`config.mk`:
```
export PLATFORM = sky130hd
export DESIGN_NAME = digit_serial_adder_flat
export DESIGN_NICKNAME = d
export VERILOG_FILES = /design/src/rtl/digit_serial_adder_pkg.sv /design/src/rtl/digit_serial_adder_if.sv /design/src/rtl/digit_serial_adder_ripple_digit.sv /design/src/rtl/digit_serial_adder.sv /design/src/flat_wrapper.sv
export SDC_FILE = /design/constraint.sdc
export NUM_CORES = 1
export LEC_CHECK = 0
export CORE_ASPECT_RATIO = 1.2
export CORE_MARGIN = 2
export CORE_UTILIZATION = 30
export DETAILED_ROUTE_END_ITERATION = 6
export PLACE_DENSITY = 0.56
export SLEW_MARGIN = 20
export SYNTH_ARGS = -nofsm -noshare
export SYNTH_HDL_FRONTEND = slang
export SYNTH_HIERARCHICAL = 1
export SYNTH_SLANG_ARGS = --single-unit
```
`constraint.sdc`:
```
create_clock -name clk -period 4.5 [get_ports clk]
set_input_delay 1.125 -clock clk [delete_from_list [all_inputs] [get_ports clk]]
set_output_delay 1.125 -clock clk [all_outputs]
set_load 0.01 [all_outputs]
```
`src/rtl/digit_serial_adder_pkg.sv`:
```
// ============================================================================
// adder_pkg : shared FSM encoding and sizing helper for digit_serial_adder
// Rev 1.0
// ============================================================================
`default_nettype none

package adder_pkg;

  typedef enum logic [1:0] {
    S_IDLE = 2'd0,
    S_RUN  = 2'd1,
    S_DONE = 2'd2
  } state_e;

  // Counter width for NDIG digits; never narrower than one bit.
  function automatic int clog2(input int n);
    int r;
    r = 0;
    for (int i = 0; i < 31; i++) begin
      if ((1 << i) < n) r = i + 1;
    end
    return (r < 1) ? 1 : r;
  endfunction

endpackage

`default_nettype wire

```
`src/rtl/digit_serial_adder_if.sv`:
```
// ============================================================================
// digit_serial_adder_if : start/done handshake and operand/result bundle
// Rev 1.0
// ============================================================================
`default_nettype none

interface digit_serial_adder_if #(
  parameter int WIDTH = 16
);

  logic             start;
  logic             sub;
  logic             cin;
  logic [WIDTH-1:0] a;
  logic [WIDTH-1:0] b;
  logic             ready;
  logic             busy;
  logic             done;
  logic [WIDTH-1:0] sum;
  logic             cout;
  logic             ovf;

  modport master (
    output start, sub, cin, a, b,
    input  ready, busy, done, sum, cout, ovf
  );

  modport slave (
    input  start, sub, cin, a, b,
    output ready, busy, done, sum, cout, ovf
  );

endinterface

`default_nettype wire

```
`src/rtl/digit_serial_adder_ripple_digit.sv`:
```
// ============================================================================
// ripple_digit : DIGIT-bit combinational full-adder chain
// Rev 1.0
// ============================================================================
`default_nettype none

module ripple_digit #(
  parameter int DIGIT = 4
) (
  input  wire logic [DIGIT-1:0] a,
  input  wire logic [DIGIT-1:0] b,
  input  wire logic             ci,
  output logic      [DIGIT-1:0] s,
  output logic                  co,
  output logic                  c_msb
);

  logic [DIGIT:0] w_c;

  assign w_c[0] = ci;

  for (genvar i = 0; i < DIGIT; i++) begin : g_fa
    assign s[i]     = a[i] ^ b[i] ^ w_c[i];
    assign w_c[i+1] = (a[i] & b[i]) | (w_c[i] & (a[i] ^ b[i]));
  end

  assign co    = w_c[DIGIT];
  // Carry into the top bit; XOR with co gives signed overflow on the last digit.
  assign c_msb = w_c[DIGIT-1];

endmodule

`default_nettype wire

```
`src/rtl/digit_serial_adder.sv`:
```
// ============================================================================
// digit_serial_adder : multi-cycle add/sub, DIGIT bits per clock, LSB first
// Rev 1.0
// ============================================================================
`default_nettype none

module digit_serial_adder
  import adder_pkg::*;
#(
  parameter int WIDTH = 16,
  parameter int DIGIT = 4
) (
  input  wire logic        clk,
  input  wire logic        rst_n,
  digit_serial_adder_if.slave bus
);

  localparam int            NDIG   = WIDTH / DIGIT;
  localparam int            CW     = clog2(NDIG);
  localparam logic [CW-1:0] K_LAST = CW'(NDIG - 1);

  state_e           state_q;
  logic [WIDTH-1:0] a_q;
  logic [WIDTH-1:0] b_q;
  logic [WIDTH-1:0] acc_q;
  logic [WIDTH-1:0] acc_d;
  logic [WIDTH-1:0] sum_q;
  logic             carry_q;
  logic             cout_q;
  logic             ovf_q;
  logic [CW-1:0]    k_q;

  logic [DIGIT-1:0] w_s;
  logic             w_co;
  logic             w_cmsb;

  ripple_digit #(
    .DIGIT (DIGIT)
  ) u_slice (
    .a     (a_q[DIGIT-1:0]),
    .b     (b_q[DIGIT-1:0]),
    .ci    (carry_q),
    .s     (w_s),
    .co    (w_co),
    .c_msb (w_cmsb)
  );

  // New digit enters at the top so the LSB digit ends up at bit 0 after NDIG shifts.
  if (DIGIT == WIDTH) begin : g_acc_full
    assign acc_d = w_s;
  end else begin : g_acc_shift
    assign acc_d = {w_s, acc_q[WIDTH-1:DIGIT]};
  end

  always_ff @(posedge clk) begin
    if (!rst_n) begin
      state_q <= S_IDLE;
      a_q     <= '0;
      b_q     <= '0;
      acc_q   <= '0;
      sum_q   <= '0;
      carry_q <= 1'b0;
      cout_q  <= 1'b0;
      ovf_q   <= 1'b0;
      k_q     <= '0;
    end else begin
      case (state_q)
        S_IDLE, S_DONE: begin
          if (bus.start) begin
            a_q     <= bus.a;
            b_q     <= bus.sub ? ~bus.b : bus.b;
            carry_q <= bus.sub | bus.cin;
            k_q     <= '0;
            state_q <= S_RUN;
          end else begin
            state_q <= S_IDLE;
          end
        end
        S_RUN: begin
          a_q     <= a_q >> DIGIT;
          b_q     <= b_q >> DIGIT;
          acc_q   <= acc_d;
          carry_q <= w_co;
          k_q     <= k_q + CW'(1);
          if (k_q == K_LAST) begin
            sum_q   <= acc_d;
            cout_q  <= w_co;
            ovf_q   <= w_co ^ w_cmsb;
            state_q <= S_DONE;
          end
        end
        default: state_q <= S_IDLE;
      endcase
    end
  end

  assign bus.ready = (state_q == S_IDLE) || (state_q == S_DONE);
  assign bus.busy  = (state_q == S_RUN);
  assign bus.done  = (state_q == S_DONE);
  assign bus.sum   = sum_q;
  assign bus.cout  = cout_q;
  assign bus.ovf   = ovf_q;

endmodule

`default_nettype wire

```
`src/flat_wrapper.sv`:
```
// flat-port wrapper written by rule: the top's interface ports become plain ports
module digit_serial_adder_flat import adder_pkg::*;
#(
  parameter int WIDTH = 16,
  parameter int DIGIT = 4
)
  (clk, rst_n, bus_start, bus_sub, bus_cin, bus_a, bus_b, bus_ready, bus_busy, bus_done, bus_sum, bus_cout, bus_ovf);
  digit_serial_adder_if #(.WIDTH(WIDTH)) bus_i ();
  input  wire logic clk;
  input  wire logic rst_n;
  input wire logic [$bits(bus_i.start)-1:0] bus_start;
  input wire logic [$bits(bus_i.sub)-1:0] bus_sub;
  input wire logic [$bits(bus_i.cin)-1:0] bus_cin;
  input wire logic [$bits(bus_i.a)-1:0] bus_a;
  input wire logic [$bits(bus_i.b)-1:0] bus_b;
  output wire logic [$bits(bus_i.ready)-1:0] bus_ready;
  output wire logic [$bits(bus_i.busy)-1:0] bus_busy;
  output wire logic [$bits(bus_i.done)-1:0] bus_done;
  output wire logic [$bits(bus_i.sum)-1:0] bus_sum;
  output wire logic [$bits(bus_i.cout)-1:0] bus_cout;
  output wire logic [$bits(bus_i.ovf)-1:0] bus_ovf;
  assign bus_i.start = bus_start;
  assign bus_i.sub = bus_sub;
  assign bus_i.cin = bus_cin;
  assign bus_i.a = bus_a;
  assign bus_i.b = bus_b;
  assign bus_ready = bus_i.ready;
  assign bus_busy = bus_i.busy;
  assign bus_done = bus_i.done;
  assign bus_sum = bus_i.sum;
  assign bus_cout = bus_i.cout;
  assign bus_ovf = bus_i.ovf;
  digit_serial_adder #(.WIDTH(WIDTH), .DIGIT(DIGIT)) u_core (.clk(clk), .rst_n(rst_n), .bus(bus_i));
endmodule
```
==> results of run 1 <==
state kept, by name, indices dropped and copies added (netlist names):
| register | flops |
|---|---|
| u_core/a_q | 16 |
| u_core/b_q | 16 |
| u_core/bus.sum | 16 |
| u_core/acc_q | 12 |
| u_core/k_q | 2 |
| u_core/state_q | 2 |
| u_core/bus.cout | 1 |
| u_core/bus.ovf | 1 |
| u_core/carry_q | 1 |
cell type report:
| class | instances | area share, % |
|---|---|---|
| clock inverters | 7 | 2.74 |
| well taps | 120 | 4.16 |
| multi-input cells | 226 | 34.9 |
| flip-flops and latches | 67 | 37.2 |
| repair buffers | 60 | 16.4 |
| inverters | 11 | 1.18 |
| clock buffers | 9 | 3.43 |
placed cells by master, fill, tap and decap left out:
cell,n
nand2b_1,2
xor2_1,16
clkinv_4,1
o21ai_0,1
inv_6,2
bufinv_16,2
nor2b_1,1
a31oi_1,1
dfxtp_1,67
nand2_1,68
clkdlybuf4s50_1,57
nand2b_2,1
and3b_1,1
a211oi_1,1
a21oi_1,63
fa_1,4
ha_1,1
nor2_1,3
nand3b_1,1
clkinvlp_4,1
clkinv_2,2
clkbuf_8,9
o21a_1,1
buf_4,3
inv_2,1
a22oi_1,24
xnor2_1,1
nand3_1,35
inv_1,9
nor2b_2,1
cells by family after synthesis:
| group | Yosys count | synth area share (%) |
|---|---|---|
| compound gates | 91 | 18.6 |
| xor+xnor | 17 | 5.30 |
| fa+ha+maj | 5 | 3.30 |
| buf+inv | 40 | 7.62 |
| flops | 67 | 47.8 |
| simple gates | 113 | 17.4 |
worst register-to-register path: stages (launching register included):
cell,delay [ns]
dfxtp_1,0.40
fa_1,0.19
inv_1,0.05
fa_1,0.37
fa_1,0.37
inv_1,0.11
fa_1,0.45
nand2_1,0.08
a21oi_1,0.07
stage by stage:
stage / setup WS [ns] / std cells / instance area, um2 / hold WS (ns) / utilization, %
floorplan: 2.48 / 333 / 2810 / 0.432 / -
global placement: 1.55 / 484 / 3380 / 0.443 / 37.3
detailed placement: 1.52 / 484 / 3380 / 0.447 / 37.3
CTS: 1.21 / 500 / 3610 / 0.456 / 39.7
global route: 1.11 / 500 / 3610 / 0.477 / 39.7
finish: 1.24 / 500 / 3610 / 0.454 / 39.7
power by group through the flow:
stage / logic, mW / clock network (mW) / registers (mW)
final: 0.154 / 0.554 / 0.636
after global placement: 0.153 / 0 / 0.649
after detailed placement: 0.156 / 0 / 0.650
after floorplan: 0.106 / 0 / 0.646
after global routing: 0.173 / 0.594 / 0.640
after CTS: 0.156 / 0.574 / 0.636
worst min-delay path by stage:
stage | start | end | slack (ns) | cells after the start
after global placement | u_core/bus.sum[3] | u_core/bus.sum[3] | 0.44 | 2
after floorplan | u_core/acc_q[4] | u_core/bus.sum[0] | 0.43 | 2
after CTS | u_core/bus.sum[8] | u_core/bus.sum[8] | 0.46 | 2
after global routing | u_core/bus.sum[6] | u_core/bus.sum[6] | 0.48 | 2
final | u_core/bus.sum[8] | u_core/bus.sum[8] | 0.45 | 2
after detailed placement | u_core/bus.sum[8] | u_core/bus.sum[8] | 0.45 | 2
routing by layer:
layer	GRT usage, %	wire [um]	vias up	share of wire, %
li1	-	-	1208	-
met1	16.3	2810	1066	45
met2	21.3	3080	68	49
met3	2.11	292	4	4.7
met4	6.72	59	0	0.94
met5	0	0	-	0
==> flow_summary_export.csv, run 1 <==
group,metric,value,unit
global_routing,antenna_found_initial,0,
clock_network,cts_tree,"built",
sta,finalCritPeriodShare,72.5,%
yosys,yosys-top-cells-count,"nand2_1 (68), dfxtp_1 (67), a21oi_1 (63), nand3_1 (35), a22oi_1 (24)",
clock_network,cts.root.buffer_cell,"clkbuf_8",
critical_path,cpMaxStageDelayCell,"nand2b_2",
die,die_w,92.3,um
yosys,synth_top_area_cell,"dfxtp_1",
sta,rsz0062_at_grt,"no",
job,cap_violations,0,
critical_path,arrival,2.14,ns
pwr,vdd.ir_drop.worst,0.149,mV
critical_path,cp_slowest_stage_delay,0.60,ns
die,die_h,110,um
clock_network,clkTransAtPathRegs,0.07,ns
global_routing,grt_max_degree,68,
die,ios,58,
layout,regArea,0.00134,mm2
clock_network,ctsHtreeMaxLevel,3,
yosys,synth_ff_type,"dfxtp_1",
clock_network,insertion_delay,0.34,ns
pwr,power.total,1.34,mW
die,design.core.area,0.00908,mm2
die,dieArea,0.0102,mm2
yosys,postSynthAreaPerCell,8.43,um2
pwr,clock_power_share,41.2,%
critical_path,cp-endpoint,"bus_busy",
sta,setup_viol,0,
critical_path,worst-path-max-fanout,49,
yosys,synth.distinct_cells,26,
critical_path,critical_path_class,"register to output port",
layout,drive_gt1_share,6.05,%
yosys,synth_enable_flop_cells,0,
place,place_congestion,0.698,
drt,final_antenna_net_count,0,
layout,n_fill_cell,966,
outcome,status,"complete, no violations",
pwr,p_leak,1.25,nW
place,place.port_buffers,57,
layout,diodes,0,
pwr,p_int,1.00,mW
sta,fin_skew,0.0115,ns
layout,multi_input_area,0.00126,mm2
critical_path,reg2reg_slack,2.26,ns
yosys,ys_ff_latch,67,
layout,final_nets,417,
critical_path,startpoint_type,"register",
die,start_util,30.9,%
clock_network,clock_path_buffers,2,
clock_network,cts_num_sinks,67,
critical_path,rr_endpoint,"u_core/bus.sum[15]",
pwr,combPwrFrac,11.5,%
global_routing,first_global_vias,2268,
sta,fin_setup_tns,0,ns
critical_path,required,3.38,ns
clock_network,cts_buffers,9,
drt,viasPerCell,4.69,
drt,drc,0,
yosys,synthArstFlopShare,0,%
worst_hold_path,hold_class,"register to register",
yosys,synth_warnings,6,
yosys,synth_nets,375,
layout,syn_to_final_growth,28.5,%
sta,worst_slew_pin_slew,1.00,ns
yosys,seq_area_frac_synth,47.8,%
pwr,seqPwrFrac,47.3,%
critical_path,setup.worst_path.end_class,"output port",
sta,min_period,3.26,ns
yosys,yosysMostFrequentCell,"nand2_1",
sta,maxSlewHeadroom,33.2,%
drt,wire_per_inst,12.5,um
sta,report.final.slew_viol_count,0,
critical_path,r2r-start,"u_core/a_q[0]",
die,fp-row-count,38,
clock_network,post_cts_buffers,0,
drt,first_pass_iters,5,
critical_path,reg2regPathDepth,8,
global_routing,groute.usage.overall,12.9,%
clock_network,ctsHoldBuffers,0,
critical_path,crit_path_start,"u_core/state_q[0]",
yosys,synth_top_area_share,47.8,%
place,hpwlAfterDp,3950,um
pwr,cellPowerDensity,373,mW/mm2
drt,num_vias,2346,
clock_network,postCtsResizedCells,0,
yosys,synth.area.top_cells,"dfxtp_1 (48%), a21oi_1 (11%), nand2_1 (9.1%), a22oi_1 (6.4%), nand3_1 (6.2%)",
yosys,postSynthCellCount,333,
pwr,power.switching,0.340,mW
critical_path,path_buf_inv,2,
critical_path,path_cells,"nand2b_2, inv_2, clkdlybuf4s50_1",
critical_path,cp.depth,3,
sta,fmax,306,MHz
drt,routed_wl,6250,um
sta,finalHoldViolations,0,
global_routing,overflow,0,
drt,drtIter0Drc,164,
pwr,swShare,25.3,%
yosys,syn_area,0.00281,mm2
critical_path,cpLargestDelayFamily,"buffers and inverters",
global_routing,grt_pass1_wl,10500,um
Note: power is estimated with default switching activity, not from simulation.
==> run 2: changes to the inputs <==
Settings changed: PLACE_DENSITY 0.56 to 0.57.
Clock period 4.5 ns to 2.9 ns, I/O delays scaled along.
==> flow_summary_export.csv, run 2 (same netlist as run 1, synthesis figures left out) <==
group,metric,value,unit
critical_path,path_buf_inv,2,
critical_path,arrival,1.52,ns
sta,finalHoldViolations,0,
global_routing,overflow,0,
clock_network,postCtsResizedCells,0,
clock_network,ctsHtreeMaxLevel,3,
drt,top_layer,"met4",
critical_path,reg2reg_slack,0.81,ns
layout,diodes,0,
die,die_h,110,um
sta,finalCritPeriodShare,77.3,%
clock_network,clkTransAtPathRegs,0.07,ns
die,die_w,92.3,um
drt,drt-met1-wl,2910,um
die,dieArea,0.0102,mm2
sta,worst_slew_pin_slew,0.685,ns
pwr,p_leak,1.28,nW
drt,final_antenna_net_count,0,
place,place_congestion,0.734,
critical_path,reg2regPathDepth,8,
pwr,vdd.ir_drop.worst,0.300,mV
critical_path,path_cells,"nand2b_2, inv_2, clkdlybuf4s50_1",
layout,n_fill_cell,929,
clock_network,cts_buffers,9,
layout,fin_cells,504,
critical_path,worst-path-max-fanout,7,
clock_network,insertion_delay,0.33,ns
critical_path,cp_slowest_stage_delay,0.53,ns
clock_network,cts_num_sinks,67,
global_routing,groute.usage.overall,13.0,%
critical_path,r2r-start,"u_core/a_q[0]",
sta,fin_setup_tns,0,ns
place,placed_cells,488,
worst_hold_path,min_path_cells,2,
worst_hold_path,hold_start,"u_core/bus.sum[9]",
drt,drtIter0Drc,139,
critical_path,cp.depth,3,
layout,final_nets,421,
sta,min_period,2.24,ns
clock_network,clock_path_buffers,2,
critical_path,critical_path_class,"register to output port",
sta,report.final.slew_viol_count,0,
global_routing,grt_max_degree,49,
critical_path,startpoint_type,"register",
critical_path,required,2.17,ns
clock_network,ctsHoldBuffers,0,
critical_path,setup.worst_path.end_class,"output port",
sta,maxSlewHeadroom,54.2,%
clock_network,cts_tree,"built",
sta,rsz0062_at_grt,"no",
outcome,status,"complete, no violations",
sta,fmax,446,MHz
job,cap_violations,0,
drt,wire_per_inst,12.7,um
drt,wl_met3,314,um
die,fp-row-count,38,
drt,wl_met2,3060,um
sta,setup_viol,0,
global_routing,first_global_vias,2281,
clock_network,cts.root.buffer_cell,"clkbuf_8",
worst_hold_path,hold_class,"register to register",
die,design.core.area,0.00908,mm2
layout,syn_to_final_growth,30.1,%
layout,final_cell_mix,"nand2_1 (68), dfxtp_1 (67), a21oi_1 (63), clkdlybuf4s50_1 (57), nand3_1 (35)",
worst_hold_path,holdPathEnd,"u_core/bus.sum[9]",
drt,first_pass_iters,4,
global_routing,antenna_found_initial,0,
drt,drc,0,
place,hpwlAfterDp,3990,um
sta,fin_skew,0.00784,ns
critical_path,rr_endpoint,"u_core/bus.sum[15]",
layout,final_area,0.00365,mm2
die,ios,58,
die,start_util,30.9,%
critical_path,cpMaxStageDelayCell,"clkdlybuf4s50_1",
drt,num_vias,2389,
drt,viasPerCell,4.74,
layout,drive_gt1_share,7.03,%
place,place_area,0.00343,mm2
drt,routed_wl,6380,um
global_routing,grt_pass1_wl,10600,um
critical_path,cpLargestDelayFamily,"buffers and inverters",
clock_network,post_cts_buffers,0,
pwr,cellPowerDensity,575,mW/mm2
layout,final_common_cell,"nand2_1",
place,place.port_buffers,57,
run 2: power by group:
part | switching (mW) | total [mW] | internal (mW)
Clock | 0.359 | 0.867 | 0.507
Sequential | 0.0250 | 0.987 | 0.962
Combinational | 0.135 | 0.247 | 0.112
Total | 0.520 | 2.10 | 1.58
run 2: worst max-delay path by stage:
stage                                     to               from  slack (ns)
after floorplan             u_core/acc_q[15]      u_core/a_q[0]        0.88
after global placement    u_core/bus.sum[15]      u_core/a_q[0]        0.82
after detailed placement      u_core/carry_q          bus_start        0.75
after CTS                           bus_busy  u_core/state_q[0]        0.62
after global routing                bus_busy  u_core/state_q[0]        0.57
final                               bus_busy  u_core/state_q[0]        0.66
run 2: layout make-up:
class	instances	area, um2	area share (%)
clock buffer	10	138	3.77
clock inverter	6	88.8	2.43
inverter	11	41.3	1.13
multi-input combinational	226	1260	34.4
sequential	67	1340	36.7
tap	120	150	4.11
timing repair buffer	64	636	17.4
run 2: stage by stage:
step	utilization, %	power, mW	hold slack [ns]	setup WS [ns]
6_report	40.2	2.10	0.454	0.658
2_1_floorplan	-	1.17	0.432	0.875
4_1_cts	40.2	2.12	0.455	0.622
5_1_grt	40.2	2.19	0.467	0.570
3_5_place_dp	37.7	1.26	0.446	0.747
3_3_place_gp	37.7	1.25	0.443	0.817
run 2: tightest hold or removal path: stages (launching register included):
cell	delay [ns]
dfxtp_1	0.31
nand2_1	0.05
a21oi_1	0.05
run 2: layer usage:
layer | vias up | GRT usage [%]
li1 | 1214 | -
met1 | 1099 | 15.8
met2 | 69 | 22.6
met3 | 7 | 2.92
met4 | 0 | 5.12
met5 | - | 0
==> run 3: changes to the inputs <==
Settings changed: PLACE_DENSITY 0.57 to 0.56.
Clock period 2.9 ns to 2.3 ns, I/O delays scaled along.
==> flow_summary_export.csv, run 3 (same netlist as run 1, synthesis figures left out) <==
group,metric,value,unit
outcome,status,"complete, no violations",
clock_network,cts.root.buffer_cell,"clkbuf_8",
die,die_w,92.3,um
worst_hold_path,min_path_cells,2,
sta,worst_slew_pin_slew,0.685,ns
clock_network,ctsHtreeMaxLevel,3,
die,fp-row-count,38,
sta,fin_setup_tns,0,ns
drt,viasPerCell,4.69,
sta,fmax,465,MHz
critical_path,critical_path_class,"register to register",
drt,wl_met3,266,um
clock_network,cts_buffers,9,
place,place_area,0.00343,mm2
clock_network,insertion_delay,0.34,ns
die,design.core.area,0.00908,mm2
drt,final_antenna_net_count,0,
drt,num_vias,2367,
pwr,vdd.ir_drop.worst,0.271,mV
global_routing,grt_max_degree,68,
drt,routed_wl,6410,um
drt,drc,0,
layout,syn_to_final_growth,30.5,%
global_routing,first_global_vias,2233,
critical_path,cpMaxStageDelayCell,"fa_1",
drt,wire_per_inst,12.7,um
sta,fin_ws,0.148,ns
clock_network,cts_num_sinks,67,
layout,fin_cells,505,
sta,finalHoldViolations,0,
sta,rsz0062_at_grt,"no",
sta,finalCritPeriodShare,93.6,%
place,place_congestion,0.754,
global_routing,overflow,0,
sta,maxSlewHeadroom,54.2,%
clock_network,cts_tree,"built",
worst_hold_path,hold_class,"register to register",
critical_path,worst-path-max-fanout,2,
sta,min_period,2.15,ns
drt,drt-met1-wl,3050,um
layout,final_area,0.00366,mm2
critical_path,rr_endpoint,"u_core/bus.sum[15]",
global_routing,antenna_found_initial,0,
critical_path,required,2.52,ns
sta,setup_viol,0,
clock_network,post_cts_buffers,0,
critical_path,path_buf_inv,2,
layout,final_common_cell,"nand2_1",
die,die_h,110,um
sta,fin_skew,0.00737,ns
layout,final_nets,422,
critical_path,reg2reg_slack,0.15,ns
critical_path,startpoint_type,"register",
place,placed_cells,489,
place,hpwlAfterDp,4080,um
clock_network,clkTransAtPathRegs,0.07,ns
critical_path,r2r-start,"u_core/a_q[0]",
layout,drive_gt1_share,7.53,%
global_routing,groute.usage.overall,13.3,%
die,ios,58,
critical_path,cpLargestDelayFamily,"adder cells",
critical_path,cp_slowest_stage_delay,0.45,ns
pwr,cellPowerDensity,727,mW/mm2
die,dieArea,0.0102,mm2
pwr,p_leak,1.28,nW
worst_hold_path,hold_start,"u_core/bus.sum[7]",
drt,top_layer,"met4",
place,pre_cts_slack,0.163,ns
clock_network,clock_path_buffers,2,
layout,n_fill_cell,917,
die,start_util,30.9,%
layout,final_cell_mix,"nand2_1 (68), dfxtp_1 (67), a21oi_1 (63), clkdlybuf4s50_1 (57), nand3_1 (35)",
drt,drtIter0Drc,120,
clock_network,ctsHoldBuffers,0,
critical_path,reg2regPathDepth,8,
layout,diodes,0,
job,cap_violations,0,
critical_path,arrival,2.37,ns
place,place.port_buffers,57,
global_routing,grt_pass1_wl,10600,um
drt,first_pass_iters,4,
critical_path,path_common_cell,"fa_1",
sta,report.final.slew_viol_count,0,
worst_hold_path,holdPathEnd,"u_core/bus.sum[7]",
critical_path,setup.worst_path.end_class,"register",
drt,wl_met2,3010,um
critical_path,path_cells,"fa_1, inv_1, fa_1, fa_1, inv_1, fa_1, nand2_1, a21oi_1",
run 3: cell types whose count changed in the layout (fill, tap and decap cells not counted):
cell      previous run  this run
a211oi_1             1         0
a211oi_2             0         1
buf_4                6         7
run 3: worst max path at each step:
stage	startpoint	end	slack, ns	depth (start not counted)
2_1_floorplan	u_core/a_q[0]	u_core/acc_q[15]	0.28	8
3_3_place_gp	u_core/a_q[0]	u_core/bus.sum[15]	0.21	8
3_5_place_dp	u_core/a_q[0]	u_core/bus.sum[15]	0.16	8
4_1_cts	u_core/a_q[0]	u_core/bus.sum[15]	0.15	8
5_1_grt	u_core/a_q[0]	u_core/bus.sum[15]	0.02	8
6_report	u_core/a_q[0]	u_core/bus.sum[15]	0.15	8
run 3: power by group:
part	switching (mW)	leakage (nW)	total [mW]	internal (mW)
combinational	0.172	0.627	0.317	0.145
sequential	0.0317	0.546	1.24	1.21
clock	0.462	0.108	1.10	0.639
total	0.666	1.28	2.66	2.00
run 3: what timing repair did:
action,4_1_cts,5_1_grt
setup endpoints to repair,0,1
endpoints found under the hold margin,0,0
gates resized for setup,0,1
run 3: worst register-to-register path, delay by kind of cell (launching register included):
kind                     cells  cell delay [ns]
adder cells (fa/ha/maj)      4             1.37
flip-flops                   1             0.36
buffers and inverters        2             0.15
AND/OR/NAND/NOR              1             0.09
AO/OA/AOI/OAI                1             0.07
run 3: per-stage QoR:
stage | hold WS, ns | total power [mW] | utilization [%]
after floorplan | 0.432 | 1.47 | -
after global placement | 0.442 | 1.58 | 37.8
after detailed placement | 0.447 | 1.59 | 37.8
after CTS | 0.457 | 2.69 | 40.3
after global routing | 0.482 | 2.79 | 40.4
final | 0.453 | 2.66 | 40.4
run 3: layer usage:
metal | GRT usage [%] | vias to the layer above
met1 | 16.3 | 1093
li1 | - | 1217
met4 | 6.40 | 0
met5 | 0 | -
met3 | 3.40 | 5
met2 | 21.9 | 52
run 3: area by class of cell:
| cell class | count | area (um2) | share of cell area (%) |
|---|---|---|---|
| Clock buffer | 10 | 138 | 3.76 |
| Clock inverter | 6 | 88.8 | 2.42 |
| Inverter | 11 | 41.3 | 1.13 |
| Multi-Input combinational cell | 226 | 1260 | 34.4 |
| Sequential cell | 67 | 1340 | 36.6 |
| Tap cell | 120 | 150 | 4.10 |
| Timing Repair Buffer | 65 | 643 | 17.5 |
